[config.mk]
export PLATFORM = sky130hd
export DESIGN_NAME = pred_box_sched
export DESIGN_NICKNAME = d
export VERILOG_FILES = /design/src/rtl/pred_box_sched.sv
export SDC_FILE = /design/constraint.sdc
export NUM_CORES = 1
export LEC_CHECK = 0
export BUFFER_PORTS_ARGS = -buffer_cell sky130_fd_sc_hd__buf_4
export CAP_MARGIN = 25
export CELL_PAD_IN_SITES_DETAIL_PLACEMENT = 1
export CELL_PAD_IN_SITES_GLOBAL_PLACEMENT = 1
export CORE_MARGIN = 2
export CORE_UTILIZATION = 33
export DETAILED_ROUTE_END_ITERATION = 12
export GPL_TIMING_DRIVEN = 0
export HOLD_SLACK_MARGIN = 0.05
export PLACE_DENSITY = 0.88
export SYNTH_ARGS = -nofsm -noshare
export SYNTH_HDL_FRONTEND = slang
export SYNTH_SLANG_ARGS = --single-unit
[constraint.sdc]
create_clock -name aclk -period 1.8 [get_ports aclk]
set_clock_uncertainty 0.15 [all_clocks]
set_input_delay 0.54 -clock aclk [delete_from_list [all_inputs] [get_ports aclk]]
set_output_delay 0.54 -clock aclk [all_outputs]
set_load 0.03 [all_outputs]
[src/rtl/pred_box_sched.sv]
// Predicted-box scheduler: pulls one box per AXI-Stream beat, hands it to the compare
// engine, and waits for engine_done before fetching the next one.
module pred_box_sched #(
  parameter int unsigned BBOX_DATA_WIDTH = 64,
  parameter int unsigned CNT_WIDTH       = 16,
  parameter int unsigned MAX_BOXES       = 1024
) (
  input  logic                         aclk,
  input  logic                         aresetn,
  input  logic [BBOX_DATA_WIDTH-1:0]   s_axis_mm2s_tdata,
  input  logic [BBOX_DATA_WIDTH/8-1:0] s_axis_mm2s_tkeep,
  input  logic                         s_axis_mm2s_tlast,
  input  logic                         s_axis_mm2s_tvalid,
  output logic                         s_axis_mm2s_tready,
  input  logic                         start,
  input  logic                         abort,
  input  logic                         engine_done,
  output logic [BBOX_DATA_WIDTH-1:0]   pred_bbox_data,
  output logic                         pbox_load,
  output logic [CNT_WIDTH-1:0]         box_count,
  output logic                         busy,
  output logic                         frame_done,
  output logic                         err_keep,
  output logic                         err_ovf
);

  localparam logic [CNT_WIDTH-1:0] MaxCnt = CNT_WIDTH'(MAX_BOXES);

  typedef enum logic [2:0] {StIdle, StFetch, StIssue, StWait, StDone} state_e;

  state_e                       state_q, state_d;
  logic [BBOX_DATA_WIDTH-1:0]   data_q, data_d;
  logic                         last_q, last_d;
  logic [CNT_WIDTH-1:0]         cnt_q, cnt_d;
  logic                         err_keep_q, err_keep_d;
  logic                         err_ovf_q, err_ovf_d;
  logic [CNT_WIDTH-1:0]         cnt_inc;

  assign cnt_inc = cnt_q + 1'b1;

  always_comb begin
    state_d    = state_q;
    data_d     = data_q;
    last_d     = last_q;
    cnt_d      = cnt_q;
    err_keep_d = err_keep_q;
    err_ovf_d  = err_ovf_q;
    if (abort) begin
      // Abort beats every transition; counters and error flags are left as they are.
      state_d = StIdle;
    end else begin
      unique case (state_q)
        StIdle: begin
          if (start) begin
            state_d    = StFetch;
            cnt_d      = '0;
            err_keep_d = 1'b0;
            err_ovf_d  = 1'b0;
          end
        end
        StFetch: begin
          if (s_axis_mm2s_tvalid) begin
            state_d = StIssue;
            data_d  = s_axis_mm2s_tdata;
            last_d  = s_axis_mm2s_tlast;
            if (!(&s_axis_mm2s_tkeep)) err_keep_d = 1'b1;
          end
        end
        StIssue: state_d = StWait;
        StWait: begin
          if (engine_done) begin
            cnt_d = cnt_inc;
            if (last_q || cnt_inc == MaxCnt) begin
              state_d = StDone;
              if (!last_q) err_ovf_d = 1'b1;
            end else begin
              state_d = StFetch;
            end
          end
        end
        StDone:  state_d = StIdle;
        default: state_d = StIdle;
      endcase
    end
  end

  always_ff @(posedge aclk or negedge aresetn) begin
    if (!aresetn) begin
      state_q    <= StIdle;
      data_q     <= '0;
      last_q     <= 1'b0;
      cnt_q      <= '0;
      err_keep_q <= 1'b0;
      err_ovf_q  <= 1'b0;
    end else begin
      state_q    <= state_d;
      data_q     <= data_d;
      last_q     <= last_d;
      cnt_q      <= cnt_d;
      err_keep_q <= err_keep_d;
      err_ovf_q  <= err_ovf_d;
    end
  end

  // Control outputs are pure decodes of the state register, so tready never depends on tvalid.
  assign s_axis_mm2s_tready = (state_q == StFetch);
  assign pbox_load          = (state_q == StIssue);
  assign frame_done         = (state_q == StDone);
  assign busy               = (state_q != StIdle);
  assign pred_bbox_data     = data_q;
  assign box_count          = cnt_q;
  assign err_keep           = err_keep_q;
  assign err_ovf            = err_ovf_q;

endmodule
### Yosys cells after proc, flatten, opt, wreduce, memory -nomap -nowiden

Cells that the tools add are included.
W data, S select, Z words.

* $add $sub $neg: 1
* $mul: 0
* div/mod/pow operators: 0
* $lt $le $gt $ge: 0
* eq/ne operators: 14
* shift operators: 0
* mux-type cells: 17
* bitwise logic cells: 1
* reductions and logical operators: 11

Operators with widths (number)
* $mux W16: 2
* $pmux W16 S2: 1
* $add A16 B1 Y16 const B: 1
* $eq A16 B11 Y1 const B: 1
* $mux W3: 5
* $ne A2 B2 Y1 const B: 6
* $pmux W3 S4: 1
* $reduce_and A8 Y1: 1
* $eq A3 B2 Y1 const B: 2
* $mux W1: 6
* $ne A3 B3 Y1 const B: 2
* $reduce_and A3 Y1: 2
* $reduce_and A6 Y1: 1
* $reduce_and A5 Y1: 1
* $pmux W1 S2: 2
* $reduce_and A4 Y1: 1
* $reduce_bool A2 Y1: 2
* $eq A3 B1 Y1 const B: 1
* $eq A3 B3 Y1 const B: 1
* $logic_not A3 Y1: 1
* $ne A3 B2 Y1 const B: 1
* $reduce_bool A3 Y1: 1
* $logic_or A1 B1 Y1: 1
* $not A1 Y1: 1

* bits in registers: 86
* bits in latches: 0
* RAM bits: 0
* bits in read-only memories: 0
* input bits: 79
* memories: 0

### Depth between registers and ports, before layout

Gate-level depths: netlist of run 1.

* depth after elaboration: 7
* depth in mapped cells: 7

### Worst setup path after synthesis of run 1

Ideal clock, no wire load.

* kind: flip-flop to flip-flop
* start point: register cnt_q[8] (netlist: box_count[8])
* end point: register state_q[0]
* library setup time: 119 ps
* arrival: 1799 ps
* data required time: 1531 ps
* setup slack: -268 ps
* cell stages (with the launch flop): 7
* cells stage by stage: dfrtp_1 > buf_2 > nand4_2 > or3_1 > a211oi_2 > o2111ai_1 > o21a_1

* word-level cells in the longest chain between the ends: 7

RTL lines
* start, declared: RTL line 34 `logic [CNT_WIDTH-1:0] cnt_q, cnt_d;`
* start signal, assigned: RTL line 99 `cnt_q <= cnt_d;`
* $add A16 B1 Y16: RTL line 39 `assign cnt_inc = cnt_q + 1'b1;`
* $eq A16 B11 Y1: RTL line 73 `if (last_q || cnt_inc == MaxCnt) begin`
* $logic_or A1 B1 Y1: RTL line 73
* $mux W3: RTL line 73
* $mux W3: RTL line 71 `if (engine_done) begin`
* $pmux W3 S4: RTL line 52 `unique case (state_q)`
* $mux W3: RTL line 48 `if (abort) begin`
* end signal, assigned: RTL line 89 `state_q <= StIdle;`
* end signal, assigned: RTL line 96 `state_q <= state_d;`
* end, declared: RTL line 31 `state_e state_q, state_d;`

Every way passes these cells. The select of a mux whose other input is x is not followed.
A chain may end at the register's enable or synchronous reset.

### Worst setup path after layout of run 1

* start point: register state_q[0]
* end point: register state_q[0]

* word-level cells in the longest chain between the ends: 3
* elaborated cells on any way between the ends: 10
* classes of those cells: eq/ne (6); mux (2); reduce/logical (2)

RTL lines (RTL line)
* $eq A3 B2 Y1, or another cell as far along: 52
* $pmux W3 S4, or another cell as far along: 52
* $mux W3 / $reduce_and A3 Y1 (equally long branches)

Parallel ways exist; a longest one is shown, timed or not.

==> summary.txt, run 1 <==
Timing
  – Relative slew slack: 0.6119
  – Number of pins exceeding their max-slew limit in the final report: 0
  – Aggregate negative setup slack: -6846 ps
  – Share of the clock period used by the worst path: 1.143
  – Pin slew with the least headroom to its limit: 574.6 ps
  – RSZ-0062 raised after global routing: yes
  – Hold WS: 285.3 ps
  – Final count of negative-setup-slack endpoints: 69
  – Period minus WS final: 2058 ps
  – Maximum clock frequency: 0.4860 GHz
  – Count of endpoints failing hold in the final timing report: 0
  – Least setup slack across all paths after layout: -257.6 ps

Global route
  – Pin count of the biggest net entering global routing: 52
  – Total grt overflow: 0
  – Wire length of the first global-routing pass: approximately 21000 um
  – GR Util met3: 0.03773
  – Number of antenna violations at the first check in global routing: 0
  – GRT Overall Usage: 0.2160
  – Via count of the first global-routing pass: 3640
  – Met1 demand-to-capacity share in global routing: 0.2544
  – Global-route layer with the greatest usage: met2
  – M2 GR Usage: 0.4000

Clocking
  – TritonCTS clock tree: yes
  – Number of sinks driven by the clock tree: 86
  – Maximum level of the CTS H-tree: 3
  – CTS Buffer Depth: 2
  – Clock latency on the worst-skew pair: 340 ps
  – Number of buffers created by CTS: 9
  – Clock-pin transition on the worst setup and hold timing paths: 60 ps
  – Buffer type at the clock tree root: sky130_fd_sc_hd__clkbuf_16

Yosys
  – Part of the Yosys area used for sequential elements: 0.5705
  – Yosys synthesis warning count: 0
  – Yosys top cell area share: 0.5705
  – EDFF count, synth: 0
  – Post-Synthesis Cells: 300
  – Cell Area, Synth: 3772 um2
  – Synth async-reset ratio: 1.000
  – Net count after synthesis: 380
  – Area leader, netlist: sky130_fd_sc_hd__dfrtp_1
  – Leading cell types by total area after synthesis: sky130_fd_sc_hd__dfrtp_1 57%, sky130_fd_sc_hd__mux2_2 19%, sky130_fd_sc_hd__o21ai_0 3.4%
  – Commonest register cell after synthesis: sky130_fd_sc_hd__dfrtp_1
  – Synthesized area per cell: 12.57 um2
  – Unique masters post-synth: 40
  – Yosys reg bits: between 80 and 90

Placement
  – Dpl hpwl: 8246 um
  – Number of buffer cells added on primary ports: 164
  – Placement Setup Slack: -575.4 ps
  – Routability congestion estimate from global placement: 0.8101

Detailed routing
  – Antenna-violating nets left: 0
  – Vias after detailed routing: 3447
  – DRC viols: 0
  – Post-detailed-routing wire length: around 15000 um
  – Number of DRC violations after detailed-routing iteration 0: approximately 100
  – Detailed-routing iteration count for the pre-antenna-repair pass: 4
  – WL/cell: 22.35 um
  – Via density per instance: 5.168

Pwr
  – Leakage power figure: 0.003246 uW
  – Maximum vdd drop: 0.8824 mV
  – Power per cell area: 1310 nW/um2
  – Pwr Total: around 8500 uW

Worst setup path
  – FF-to-FF End: state_q[0]$_DFFE_PN0P_
  – Register-to-register setup slack: -260 ps
  – Arrival time of data at the critical path endpoint: roughly 2200 ps
  – Critical Path Source Type: flop
  – Reg2reg start: state_q[0]$_DFFE_PN0P_
  – Largest fanout of any net on the critical path: 5
  – Endpoint class of the critical path: flop
  – Worst r2r path cells: 7
  – Data required, critical path: 1920 ps
  – Setup Crit Path Kind: reg -> reg

Floorplanning
  – Initial standard-cell utilization of the core: 0.3347
  – Vertical extent of the die: about 110 um
  – Std cell rows: 39
  – Die Footprint: between 10000 and 15000 um2
  – Floorplan die width: roughly 110 um
  – Placeable Area: 11270 um2
  – Total I/O pin count: ~170

Layout
  – Antenna diodes: 0
  – Most common cell after layout, fill and taps aside: sky130_fd_sc_hd__buf_4
  – Most frequent cells in the layout: 186 x sky130_fd_sc_hd__buf_4, 73 x sky130_fd_sc_hd__dfrtp_1, 55 x sky130_fd_sc_hd__mux2_4
  – Number of nets in the finished design: between 500 and 600
  – Area growth, synth to finish: 72.01%
  – Fraction of layout instances using a drive strength above 1: 0.6660

Job
  – Number of maximum-capacitance violations: 0

Worst hold path
  – Classification of the worst-slack hold path: in -> reg
  – Worst hold start: s_axis_mm2s_tdata[16]
  – End of the worst hold path: pred_bbox_data[16]$_DFFE_PN0P_
  – Worst hold path cell count: 2

Status
  – Violated checks: negative setup slack
  – Run status: finished with violations
==> kinds of logic after synthesis <==
kind of cell	after synthesis	share of synthesized area
buffers and inverters	14	0.02554
adders and majority gates	1	0.003316
muxes	65	0.1940
AOI/OAI and AO/OA	44	0.06965
DFF	86	0.5705
xor gates and xnor gates	6	0.01393
and+or+nand+nor	84	0.1231
==> layout make-up <==
type                       count  area, um2
buffer                         9      93.84
fill                        1142       4783
timing repair buffer         213       1841
clock buffer                   9      225.2
sequential                    86       2168
multi-input combinational    200       1908
clock inverter                 7      73.82
tap                          143      178.9
==> worst max-delay path by stage <==
stage	from	end	slack (ps)	depth (start not counted)
5_1_grt	box_count[10]$_DFFE_PN0P_	state_q[0]$_DFFE_PN0P_	-300	6
2_1_floorplan	box_count[8]$_DFFE_PN0P_	state_q[0]$_DFFE_PN0P_	-80	6
6_report	state_q[0]$_DFFE_PN0P_	state_q[0]$_DFFE_PN0P_	-260	7
4_1_cts	state_q[0]$_DFFE_PN0P_	busy	-240	3
3_5_place_dp	engine_done	box_count[11]$_DFFE_PN0P_	-580	6
3_3_place_gp	engine_done	box_count[11]$_DFFE_PN0P_	-470	6
==> flip-flops by register name, summed over array words and instances, names as in the netlist <==
| name | flops |
|---|---|
| err_keep | 1 |
| pred_bbox_data | 64 |
| err_ovf | 1 |
| last_q | 1 |
| box_count | 16 |
| state_q | 3 |
==> metrics by stage <==
stage                     utilization  area (um2)  std cells
after floorplan                     -        3821        300
after global placement         0.4641        5231        607
after detailed placement       0.4665        5259        608
after CTS                      0.5511        6212        655
after global routing           0.5756        6489        667
final                          0.5756        6489        667
==> cells in the mapped netlist (4+ instances only) <==
| master | n |
|---|---|
| sky130_fd_sc_hd__clkbuf_1 | 4 |
| sky130_fd_sc_hd__nor2_1 | 21 |
| sky130_fd_sc_hd__o31ai_1 | 5 |
| sky130_fd_sc_hd__buf_2 | 4 |
| sky130_fd_sc_hd__dfrtp_1 | 86 |
| sky130_fd_sc_hd__nand2_1 | 17 |
| sky130_fd_sc_hd__and3_1 | 4 |
| sky130_fd_sc_hd__nand4_1 | 11 |
| sky130_fd_sc_hd__buf_6 | 5 |
| sky130_fd_sc_hd__xnor2_1 | 6 |
| sky130_fd_sc_hd__o21ai_0 | 26 |
| sky130_fd_sc_hd__nor3_1 | 4 |
| sky130_fd_sc_hd__mux2_2 | 65 |
==> metal layers <==
layer	routed length [um]	vias up
met5	0	-
met4	161	0
met3	672	12
met2	8248	136
met1	5826	1769
li1	-	1530
==> worst max-delay path, stage by stage (launching register included) <==
cell	delay (ps)
sky130_fd_sc_hd__dfrtp_1	400
sky130_fd_sc_hd__clkbuf_8	160
sky130_fd_sc_hd__buf_4	150
sky130_fd_sc_hd__nand2_1	110
sky130_fd_sc_hd__a21oi_1	100
sky130_fd_sc_hd__or4_1	550
sky130_fd_sc_hd__o41ai_1	160
sky130_fd_sc_hd__o21a_1	210
==> repair_timing <==
action	CTS	global route
endpoints found under the setup margin	73	88
hold endpoints to repair	35	0
setup buffers	27	16
gates cloned	5	2
gates resized for setup	78	91
hold buffers	1	0
pin swaps	6	18
==> power by group <==
group          leakage, uW  internal [uW]  switching (uW)
clock network     0.000146           1080             794
logic              0.00206           1730            1960
registers          0.00104           2520             415
total              0.00325           5330            3170
No activity file was read; power rests on OpenSTA's default activity.
==> run 2: changes to the inputs <==
Settings changed: RECOVER_POWER set to 25.
==> run 2 against run 1 <==
The run still ends with negative setup slack left. Via count hardly changed. Utilization hardly changed. Clock power hardly changed. Setup slack stayed put. Critical path depth stayed put. Final area hardly changed. First-iteration DRC count stayed put. Sequential share of layout area hardly changed. Register-to-register slack hardly changed. Flip-flop and latch count stayed put. Fmax stayed put. Critical path type unchanged.
==> summary.txt, run 2 (synthesis gave the netlist of run 1 again) <==
Timing
  – Final count of negative-setup-slack endpoints: 69 (unchanged)
  – Pin slew with the least headroom to its limit: 909.4 ps (+334.9 ps)
  – Relative slew slack: 0.3937 (-0.2182)
  – RSZ-0062 raised after global routing: yes
  – Number of pins exceeding their max-slew limit in the final report: 0 (unchanged)
  – Least setup slack across all paths after layout: -257.6 ps (unchanged)
  – Count of endpoints failing hold in the final timing report: 0 (unchanged)
  – Period minus WS final: 2058 ps (unchanged)
  – Share of the clock period used by the worst path: 1.143 (unchanged)
  – Maximum clock frequency: 0.4860 GHz (unchanged)

Worst setup path
  – FF-to-FF End: state_q[0]$_DFFE_PN0P_
  – Setup Crit Path Kind: reg -> reg
  – Endpoint class of the critical path: flop
  – Data required, critical path: 1920 ps (about the same)
  – Register-to-register setup slack: -260 ps (about the same)
  – Beginning of the critical path: state_q[0]$_DFFE_PN0P_
  – Largest fanout of any net on the critical path: 5 (unchanged)
  – Worst r2r path cells: 7 (unchanged)
  – Crit path to: state_q[0]$_DFFE_PN0P_
  – Critical Path Source Type: flop
  – Arrival time of data at the critical path endpoint: 2180 ps (about the same)
  – Reg2reg start: state_q[0]$_DFFE_PN0P_

Detailed routing
  – WL/cell: 22.36 um (about the same)
  – Detailed-routing iteration count for the pre-antenna-repair pass: 4 (unchanged)
  – Post-detailed-routing wire length: 14910 um (about the same)
  – Via density per instance: 5.165 (about the same)
  – DRC viols: 0 (unchanged)
  – Vias after detailed routing: 3445 (-0.058%)
  – Number of DRC violations after detailed-routing iteration 0: 102 (unchanged)
  – Antenna-violating nets left: 0 (unchanged)

Layout
  – Utilization after layout: 0.5754 (about the same)
  – Footprint of the multi-input gates: 1908 um2 (unchanged)
  – Area growth, synth to finish: 71.94% (about the same)
  – Most frequent cells in the layout: 185 x sky130_fd_sc_hd__buf_4, 73 x sky130_fd_sc_hd__dfrtp_1, 55 x sky130_fd_sc_hd__mux2_4
  – FF/Latch Area: 2168 um2 (unchanged)
  – Fraction of layout instances using a drive strength above 1: 0.6660 (unchanged)
  – Number of flip-flops in the largest register: 64 (unchanged)
  – Filler cell count: 1143 (+0.088%)
  – Post-route standard cell area excluding fillers: 6486 um2 (about the same)
  – Antenna diodes: 0 (unchanged)
  – Most common cell after layout, fill and taps aside: sky130_fd_sc_hd__buf_4
  – Number of nets in the finished design: 599 (unchanged)

Worst hold path
  – Worst hold path cell count: 2 (unchanged)
  – Classification of the worst-slack hold path: in -> reg

Clocking
  – Maximum level of the CTS H-tree: 3 (unchanged)
  – Clock-pin transition on the worst setup and hold timing paths: 60 ps (about the same)
  – Number of buffers created by CTS: 9 (unchanged)
  – CTS Buffer Depth: 2 (unchanged)
  – Number of sinks driven by the clock tree: 86 (unchanged)
  – Clock latency on the worst-skew pair: 340 ps (about the same)
  – Buffer type at the clock tree root: sky130_fd_sc_hd__clkbuf_16
  – TritonCTS clock tree: yes

Global route
  – Via count of the first global-routing pass: 3640 (unchanged)
  – Wire length of the first global-routing pass: 20810 um (unchanged)
  – Total grt overflow: 0 (unchanged)
  – GRT Overall Usage: 0.2160 (unchanged)
  – Pin count of the biggest net entering global routing: 52 (unchanged)
  – Number of antenna violations at the first check in global routing: 0 (unchanged)

Floorplanning
  – Std cell rows: 39 (unchanged)
  – Die Footprint: 12300 um2 (unchanged)
  – Total I/O pin count: 165 (unchanged)
  – Placeable Area: 11270 um2 (unchanged)
  – Initial standard-cell utilization of the core: 0.3347 (unchanged)
  – Vertical extent of the die: 110.9 um (unchanged)
  – Floorplan die width: 110.9 um (unchanged)

Placement
  – Placed Area: 5259 um2 (unchanged)
  – Dpl hpwl: 8246 um (unchanged)
  – Routability congestion estimate from global placement: 0.8101 (unchanged)
  – Number of buffer cells added on primary ports: 164 (unchanged)

Pwr
  – Maximum vdd drop: 0.8824 mV (unchanged)
  – Leakage power figure: 0.003245 uW (about the same)
  – Power per cell area: 1310 nW/um2 (about the same)

Job
  – Number of maximum-capacitance violations: 0 (unchanged)

Status
  – Run status: finished with violations
  – Violated checks: negative setup slack
-- run 2: per-layer routing --
| metal | vias to the layer above | share of wire | global-route usage |
|---|---|---|---|
| met4 | 0 | 0.011 | 0.06500 |
| li1 | 1530 | - | - |
| met5 | - | 0 | 0 |
| met3 | 12 | 0.045 | 0.03773 |
| met1 | 1767 | 0.39 | 0.2544 |
| met2 | 136 | 0.55 | 0.4000 |
-- run 2: how the worst min path moves through the flow --
| stage | from | to |
|---|---|---|
| 6_report | s_axis_mm2s_tdata[16] | pred_bbox_data[16]$_DFFE_PN0P_ |
| 5_1_grt | s_axis_mm2s_tdata[46] | pred_bbox_data[46]$_DFFE_PN0P_ |
| 4_1_cts | abort | state_q[1]$_DFFE_PN0P_ |
| 3_5_place_dp | pred_bbox_data[16]$_DFFE_PN0P_ | pred_bbox_data[16]$_DFFE_PN0P_ |
| 3_3_place_gp | pred_bbox_data[6]$_DFFE_PN0P_ | pred_bbox_data[6]$_DFFE_PN0P_ |
| 2_1_floorplan | aresetn | box_count[0]$_DFFE_PN0P_ |
-- run 2: final cells by class --
type / count / share of cell area
plain buffers: 9 / 0.01447
multi-input cells: 200 / 0.2942
repair buffers: 213 / 0.2834
clock inverters: 7 / 0.01138
well taps: 143 / 0.02758
flip-flops and latches: 86 / 0.3343
clock buffers: 9 / 0.03472
-- run 2: what timing repair did --
action	CTS	global route
resized for setup	78	91
gates cloned	5	2
setup buffers	27	16
hold buffers	1	0
pin swaps	6	18
endpoints found under the hold margin	35	0
endpoints found under the setup margin	73	88
-- run 2: worst max-delay path, cell delays in order (launching register included) --
cell and delay (ps):
sky130_fd_sc_hd__dfrtp_1 400, sky130_fd_sc_hd__clkbuf_8 160, sky130_fd_sc_hd__buf_4 150, sky130_fd_sc_hd__nand2_1 110
sky130_fd_sc_hd__a21oi_1 100, sky130_fd_sc_hd__or4_1 550, sky130_fd_sc_hd__o41ai_1 160, sky130_fd_sc_hd__o21a_1 210
-- run 2: power breakdown --
group          total [uW]  leakage (uW)  switching [uW]  internal, uW
sequential           2940       0.00104             415          2520
clock                1870      0.000146             794          1080
combinational        3690       0.00206            1960          1730
-- run 2: through the flow --
stage                     total power, uW  setup slack [ps]  TNS (ps)  instances  hold slack [ps]
after floorplan                      4635            -83.02    -83.02        300            94.41
after global placement               5877            -469.0    -11310        607            337.8
after detailed placement             6034            -575.4    -13900        608            347.1
after CTS                            8248            -239.9     -9379        655            260.5
after global routing                 8816            -303.8    -20640        667            282.0
final                                8499            -257.6     -6845        667            285.3
